==> src/rtl/bist_session_ctrl_if.sv <==
// Handshake/status bundle between the logic-BIST session sequencer and the
// top-level START pin plus LFSR/MISR datapath.
interface bist_session_ctrl_if #(
    parameter int SEED_W = 4,
    parameter int SIG_W  = 16
);
    logic              START;
    logic              LFSR_LOAD;
    logic              LFSR_EN;
    logic [SEED_W-1:0] SEED_IDX;
    logic              MISR_CLR;
    logic              MISR_EN;
    logic [SIG_W-1:0]  MISR_SIG;
    logic              RUNNING;
    logic              BIST_END;
    logic              PASS;

    modport master (
        input  START, MISR_SIG,
        output LFSR_LOAD, LFSR_EN, SEED_IDX, MISR_CLR, MISR_EN,
               RUNNING, BIST_END, PASS
    );

    modport slave (
        output START, MISR_SIG,
        input  LFSR_LOAD, LFSR_EN, SEED_IDX, MISR_CLR, MISR_EN,
               RUNNING, BIST_END, PASS
    );
endinterface

==> src/rtl/bist_session_ctrl.sv <==
// Logic-BIST session sequencer: seed loads, pattern runs, final signature check.
// Optional feature macro: BIST_ABORT_EN (dropping START during LOAD/RUN aborts the session).
module bist_session_ctrl #(
    parameter int               N_PAT      = 10,
    parameter int               N_SEED     = 10,
    parameter int               SEED_W     = 4,
    parameter int               SIG_W      = 16,
    parameter logic [SIG_W-1:0] GOLDEN_SIG = 16'hA5C3
) (
    input  logic                CLK,
    input  logic                RESET,
    bist_session_ctrl_if.master bus
);

    // state    | meaning
    // IDLE     | out of reset; waits for START low so a held START cannot launch
    // ARMED    | START seen low; a high START launches a session
    // LOAD     | one cycle: load seed SEED_IDX into the LFSR (MISR clear on seed 0)
    // RUN      | N_PAT cycles of LFSR advance + MISR compaction
    // CHECK    | one cycle: MISR signature compared against GOLDEN_SIG
    // DONE     | BIST_END high, PASS valid; START low re-arms
    typedef enum logic [2:0] {
        ST_IDLE  = 3'd0,
        ST_ARMED = 3'd1,
        ST_LOAD  = 3'd2,
        ST_RUN   = 3'd3,
        ST_CHECK = 3'd4,
        ST_DONE  = 3'd5
    } state_t;

    localparam int                PAT_W     = $clog2(N_PAT + 1);
    localparam logic [PAT_W-1:0]  PAT_LAST  = PAT_W'(N_PAT - 1);
    localparam logic [SEED_W-1:0] SEED_LAST = SEED_W'(N_SEED - 1);

    state_t            state_q, state_d;
    logic [SEED_W-1:0] seed_q, seed_d;
    logic [PAT_W-1:0]  pat_cnt_q, pat_cnt_d;
    logic              pass_q, pass_d;

    always_ff @(posedge CLK or posedge RESET) begin
        if (RESET) begin
            state_q   <= ST_IDLE;
            seed_q    <= '0;
            pat_cnt_q <= '0;
            pass_q    <= 1'b0;
        end else begin
            state_q   <= state_d;
            seed_q    <= seed_d;
            pat_cnt_q <= pat_cnt_d;
            pass_q    <= pass_d;
        end
    end

    always_comb begin
        state_d   = state_q;
        seed_d    = seed_q;
        pat_cnt_d = pat_cnt_q;
        pass_d    = pass_q;
        case (state_q)
            ST_IDLE: begin
                if (!bus.START) state_d = ST_ARMED;
            end
            ST_ARMED: begin
                if (bus.START) begin
                    state_d = ST_LOAD;
                    seed_d  = '0;
                    pass_d  = 1'b0;
                end
            end
            ST_LOAD: begin
                pat_cnt_d = '0;
                state_d   = ST_RUN;
            end
            ST_RUN: begin
                // Counter holds at its last value rather than wrapping.
                if (pat_cnt_q == PAT_LAST) begin
                    if (seed_q == SEED_LAST) begin
                        state_d = ST_CHECK;
                    end else begin
                        seed_d  = seed_q + 1'b1;
                        state_d = ST_LOAD;
                    end
                end else begin
                    pat_cnt_d = pat_cnt_q + 1'b1;
                end
            end
            ST_CHECK: begin
                pass_d  = (bus.MISR_SIG == GOLDEN_SIG);
                state_d = ST_DONE;
            end
            ST_DONE: begin
                if (!bus.START) state_d = ST_ARMED;
            end
            default: begin
                state_d   = ST_IDLE;
                seed_d    = '0;
                pat_cnt_d = '0;
                pass_d    = 1'b0;
            end
        endcase
`ifdef BIST_ABORT_EN
        if ((state_q == ST_LOAD || state_q == ST_RUN) && !bus.START) begin
            state_d   = ST_ARMED;
            seed_d    = '0;
            pat_cnt_d = '0;
            pass_d    = 1'b0;
        end
`endif
    end

    logic lfsr_load, run_en, misr_clr, running, bist_end;

    always_comb begin
        lfsr_load = 1'b0;
        run_en    = 1'b0;
        misr_clr  = 1'b0;
        running   = 1'b0;
        bist_end  = 1'b0;
        case (state_q)
            ST_LOAD: begin
                lfsr_load = 1'b1;
                misr_clr  = (seed_q == '0);
                running   = 1'b1;
            end
            ST_RUN: begin
                run_en  = 1'b1;
                running = 1'b1;
            end
            ST_DONE: bist_end = 1'b1;
            default: ;
        endcase
    end

    assign bus.LFSR_LOAD = lfsr_load;
    assign bus.LFSR_EN   = run_en;
    assign bus.MISR_EN   = run_en;
    assign bus.MISR_CLR  = misr_clr;
    assign bus.RUNNING   = running;
    assign bus.BIST_END  = bist_end;
    assign bus.SEED_IDX  = seed_q;
    assign bus.PASS      = pass_q;

endmodule
==> src/flat_wrapper.sv <==
// flat-port wrapper written by rule: the top's interface ports become plain ports
module bist_session_ctrl_flat 
#(
    parameter int               N_PAT      = 10,
    parameter int               N_SEED     = 10,
    parameter int               SEED_W     = 4,
    parameter int               SIG_W      = 16,
    parameter logic [SIG_W-1:0] GOLDEN_SIG = 16'hA5C3
)
  (CLK, RESET, bus_START, bus_MISR_SIG, bus_LFSR_LOAD, bus_LFSR_EN, bus_SEED_IDX, bus_MISR_CLR, bus_MISR_EN, bus_RUNNING, bus_BIST_END, bus_PASS);
  bist_session_ctrl_if #(.SEED_W(SEED_W), .SIG_W(SIG_W)) bus_i ();
  input  logic CLK;
  input  logic RESET;
  input wire logic [$bits(bus_i.START)-1:0] bus_START;
  input wire logic [$bits(bus_i.MISR_SIG)-1:0] bus_MISR_SIG;
  output wire logic [$bits(bus_i.LFSR_LOAD)-1:0] bus_LFSR_LOAD;
  output wire logic [$bits(bus_i.LFSR_EN)-1:0] bus_LFSR_EN;
  output wire logic [$bits(bus_i.SEED_IDX)-1:0] bus_SEED_IDX;
  output wire logic [$bits(bus_i.MISR_CLR)-1:0] bus_MISR_CLR;
  output wire logic [$bits(bus_i.MISR_EN)-1:0] bus_MISR_EN;
  output wire logic [$bits(bus_i.RUNNING)-1:0] bus_RUNNING;
  output wire logic [$bits(bus_i.BIST_END)-1:0] bus_BIST_END;
  output wire logic [$bits(bus_i.PASS)-1:0] bus_PASS;
  assign bus_i.START = bus_START;
  assign bus_i.MISR_SIG = bus_MISR_SIG;
  assign bus_LFSR_LOAD = bus_i.LFSR_LOAD;
  assign bus_LFSR_EN = bus_i.LFSR_EN;
  assign bus_SEED_IDX = bus_i.SEED_IDX;
  assign bus_MISR_CLR = bus_i.MISR_CLR;
  assign bus_MISR_EN = bus_i.MISR_EN;
  assign bus_RUNNING = bus_i.RUNNING;
  assign bus_BIST_END = bus_i.BIST_END;
  assign bus_PASS = bus_i.PASS;
  bist_session_ctrl #(.N_PAT(N_PAT), .N_SEED(N_SEED), .SEED_W(SEED_W), .SIG_W(SIG_W), .GOLDEN_SIG(GOLDEN_SIG)) u_core (.CLK(CLK), .RESET(RESET), .bus(bus_i));
endmodule
==> config.mk <==
export PLATFORM = sky130hd
export DESIGN_NAME = bist_session_ctrl_flat
export DESIGN_NICKNAME = d
export VERILOG_FILES = /design/src/rtl/bist_session_ctrl_if.sv /design/src/rtl/bist_session_ctrl.sv /design/src/flat_wrapper.sv
export SDC_FILE = /design/constraint.sdc
export NUM_CORES = 1
export LEC_CHECK = 0
export ABC_AREA = 1
export ABC_CLOCK_PERIOD_IN_PS = 1700
export CORE_ASPECT_RATIO = 1.1
export CORE_UTILIZATION = 43
export CTS_CLUSTER_DIAMETER = 150
export DETAILED_ROUTE_END_ITERATION = 8
export GPL_TIMING_DRIVEN = 1
export PLACE_DENSITY = 0.77
export REMOVE_ABC_BUFFERS = 1
export SLEW_MARGIN = 15
export SYNTH_ARGS = -nofsm -noshare
export SYNTH_HDL_FRONTEND = slang
export SYNTH_SLANG_ARGS = --single-unit
==> constraint.sdc <==
create_clock -name CLK -period 1.7 [get_ports CLK]
set_input_delay 0.425 -clock CLK [delete_from_list [all_inputs] [get_ports CLK]]
set_output_delay 0.425 -clock CLK [all_outputs]
set_load 0.03 [all_outputs]
==> results of run 1 <==
path summary, 6_finish.rpt:
check | to | slack, ns
max | bus_MISR_CLR | -0.06
min | u_core.pat_cnt_q[1]$_DFFE_PP0P_ | 0.47
max reg2reg | u_core.bus.SEED_IDX[3]$_DFFE_PP0P_ | 0.25
min reg2reg | u_core.bus.PASS$_DFFE_PP0P_ | 0.49
max in group asynchronous | u_core.state_q[1]$_DFFE_PP0P_ | 0.88
min in group CLK | u_core.bus.PASS$_DFFE_PP0P_ | 0.49
cell type report:
cell class / count / area [µm²] / area share
clock buffers: 3 / 22.5 / 0.0178
inverters: 20 / 75.1 / 0.0593
multi-input cells: 82 / 485 / 0.383
flip-flops and latches: 12 / 302 / 0.238
well taps: 18 / 22.5 / 0.0178
repair buffers: 40 / 359 / 0.284
registers in the layout, summed over array words and instances (netlist names):
register and flops:
u_core.bus.PASS 1, u_core.bus.SEED_IDX 4, u_core.pat_cnt_q 4, u_core.state_q 3
worst max-delay path: cells and delay by family (launching register included):
kind	cells	cell delay (ns)
flops	1	0.42
buf+inv	1	0.20
simple gates	3	0.45
stage by stage:
step	worst slack, ns	instance area (µm²)	hold WS, ns	util	instances
finish	-0.0618	1270	0.471	0.703	175
global route	-0.106	1270	0.525	0.703	175
CTS	-0.0795	1220	0.484	0.677	172
detailed placement	0.00776	1170	0.477	0.647	166
global placement	0.0831	1170	0.469	0.647	166
floorplan	-0.481	831	0.290	-	114
logic make-up (layout without fill, tap and decap cells):
| group | after synthesis | count (layout) | share of synthesized area |
|---|---|---|---|
| DFF | 12 | 12 | 0.358 |
| xor gates and xnor gates | 2 | 2 | 0.0209 |
| buffers and inverters | 21 | 63 | 0.0985 |
| adders and majority gates | 5 | 5 | 0.0746 |
| and+or+nand+nor | 62 | 62 | 0.358 |
| AOI/OAI and AO/OA | 13 | 13 | 0.0895 |
cell usage in the layout (no fill, tap or decap), types with 2 or more instances in the layout:
cell type / instances
buf_4: 15
buf_6: 2
clkbuf_4: 3
clkdlybuf4s50_1: 18
dfrtp_1: 11
dlygate4sd2_1: 5
ha_1: 5
inv_1: 17
inv_2: 3
nand2_1: 28
nand2_2: 4
nand3_1: 9
nand4_1: 5
nor2_1: 7
nor2_2: 2
o21ai_0: 9
xor2_1: 2
synthesized netlist by cell type, types with 2 or more instances:
cell / n / share of area
nand2_1: 30 / 0.13
inv_1: 20 / 0.090
dfrtp_1: 12 / 0.36
nand3_1: 10 / 0.060
nor2_1: 9 / 0.040
o21ai_0: 9 / 0.054
ha_1: 5 / 0.075
nand4_1: 5 / 0.037
nand2_2: 2 / 0.015
xor2_1: 2 / 0.021
repair_timing:
item                       in CTS  in global routing
resized for setup              11                  7
buffers inserted                3                  3
setup endpoints to repair      11                  4
pin swaps                       2                  3
routing by layer:
metal | up-vias | wire (µm) | part of all wire
met3 | 3 | 112 | 0.053
met2 | 32 | 1090 | 0.52
met4 | 0 | 14 | 0.0066
li1 | 455 | - | -
met5 | - | 0 | 0
met1 | 419 | 891 | 0.42
power groups by stage:
| stage | clock, mW | combinational (mW) | sequential (mW) |
|---|---|---|---|
| floorplan | 0 | 0.0100 | 0.291 |
| global placement | 0 | 0.0531 | 0.291 |
| detailed placement | 0 | 0.0548 | 0.291 |
| CTS | 0.168 | 0.0546 | 0.285 |
| global route | 0.187 | 0.0597 | 0.285 |
| finish | 0.169 | 0.0540 | 0.285 |
==> run metrics, run 1 <==
pin count of the biggest net entering global routing 13; failing checks setup timing; combinational fraction of design power 0.106; n_diodes 0; HP Class input pin to async pin; crit-path max FO 4; CTS tree yes; Worst-Margin Slew ~0.48 ns; global-route wire length before repair 3570 µm; die width 44.1 µm; Global Route Usage Sum 0.218; Worst Setup Path Type flip-flop to primary output; final count of hold timing violations 0; initial antenna violation count 0; Synth Flop Type dfrtp_1; Internal about 0.41 mW; Clock power frac 0.333; Crit path largest cell delay between 0.4 and 0.5 ns; post-synthesis sequential element count 12; Leakage Power between 0.6 and 0.7 nW; Worst Path Arrival between 1 and 1.5 ns; RSZ-0062 raised after global routing yes; layout cells sized above 1 0.242; met2 usage 0.377; # nets final around 180; CTS H-tree depth 1; GP Congestion 0.866; drt via density 5.19; Die Footprint between 2000 and 2500 µm²; Synth Cell Area ~840 µm²; Initial DRT Pass Iterations 6; max_slew headroom 0.676; synth warn 0; # fillers ~150; Clock Latency Late Sink between 0.2 and 0.3 ns; Area growth syn-to-layout 51.0%; highest clock rate around 570 MHz; Core Region roughly 1800 µm²; initial DRC count 29; PortBufs 29; Final period util 1.04; io pins 30; Cell Rows 16; post-synthesis cell type count 21; Overflow after GRT 0; worst setup margin -0.0618 ns; root buffer cell clkbuf_4; Final Total Pwr 0.508 mW; DRT Wirelength 2110 µm; syn_area_per_cell approximately 7.3 µm²; Seq/Total Area, Yosys 0.358; r2r startpoint u_core.state_q[0]$_DFFE_PP0P_; depth of the worst register-to-register path 9; Starting Density 0.465; Sw Ratio 0.202; Pwr per Cell Area around 400 nW/µm²; Post-synth EDFFs 0; startpoint types flip-flop; antenna-violating nets left 0; Hold Buf Count CTS 0; synthesized instance count 115; clock period minus final worst setup slack around 1.8 ns; met3 Use GR 0.0261; Crit-path slowest cell dfrtp_1; total negative slack -0.0882 ns; Async SR Flop Fraction 1.00; clk_skew between 0.004 and 0.005 ns; WL per Instance 12.0 µm; vias in the first global route approximately 850; CTS Buf Count 3; status finished, violations left; clock tree buffer depth 2; Sink Count 12; gr busiest metal met2; crit path cell chain nor2_2, nand2_2, nor4_4, buf_4; vias 909; routing usage on met1 0.275; Final HPWL DP roughly 1600 µm; crit end category primary output; final max-slew violation count 0; height of the die between 40 and 50 µm; Max IR drop VDD just over 400 µV; sequential power share 0.561; Max-Cap Viols 0; P_sw approximately 0.1 mW; critical path startpoint u_core.state_q[0]$_DFFE_PP0P_; Req. time, crit path ~1.3 ns; # setup viols final 2; Clock Pin Slew Worst Setup and Hold Paths around 0.07 ns; Residual DRC 0
(Power assumes the default switching activity.)
==> inputs of run 2 (changes only) <==
SKIP_LAST_GASP = 1   (was default)
SLEW_MARGIN = 20   (was 15)
==> results of run 2 <==
No change in the layout: final DEF, timing and power equal those of run 1.
Among the figures that moved: number of gates resized after CTS 11 -> 10; wire length of the first global-routing pass 3570 µm -> 3550 µm; via count of the first global-routing pass 851 -> 841; overall routing resource usage 0.218 -> 0.217; met1 usage 0.275 -> 0.277; met2 usage 0.377 -> 0.370
==> inputs of run 3 (changes only) <==
GPL_ROUTABILITY_DRIVEN = 0   (was default)
==> results of run 3 <==
No change in the layout: final DEF, timing and power equal those of run 1.
Among the figures that moved: number of gates resized after CTS 11 -> 10; wire length of the first global-routing pass 3570 µm -> 3550 µm; via count of the first global-routing pass 851 -> 841; overall routing resource usage 0.218 -> 0.217; met1 usage 0.275 -> 0.277; met2 usage 0.377 -> 0.370
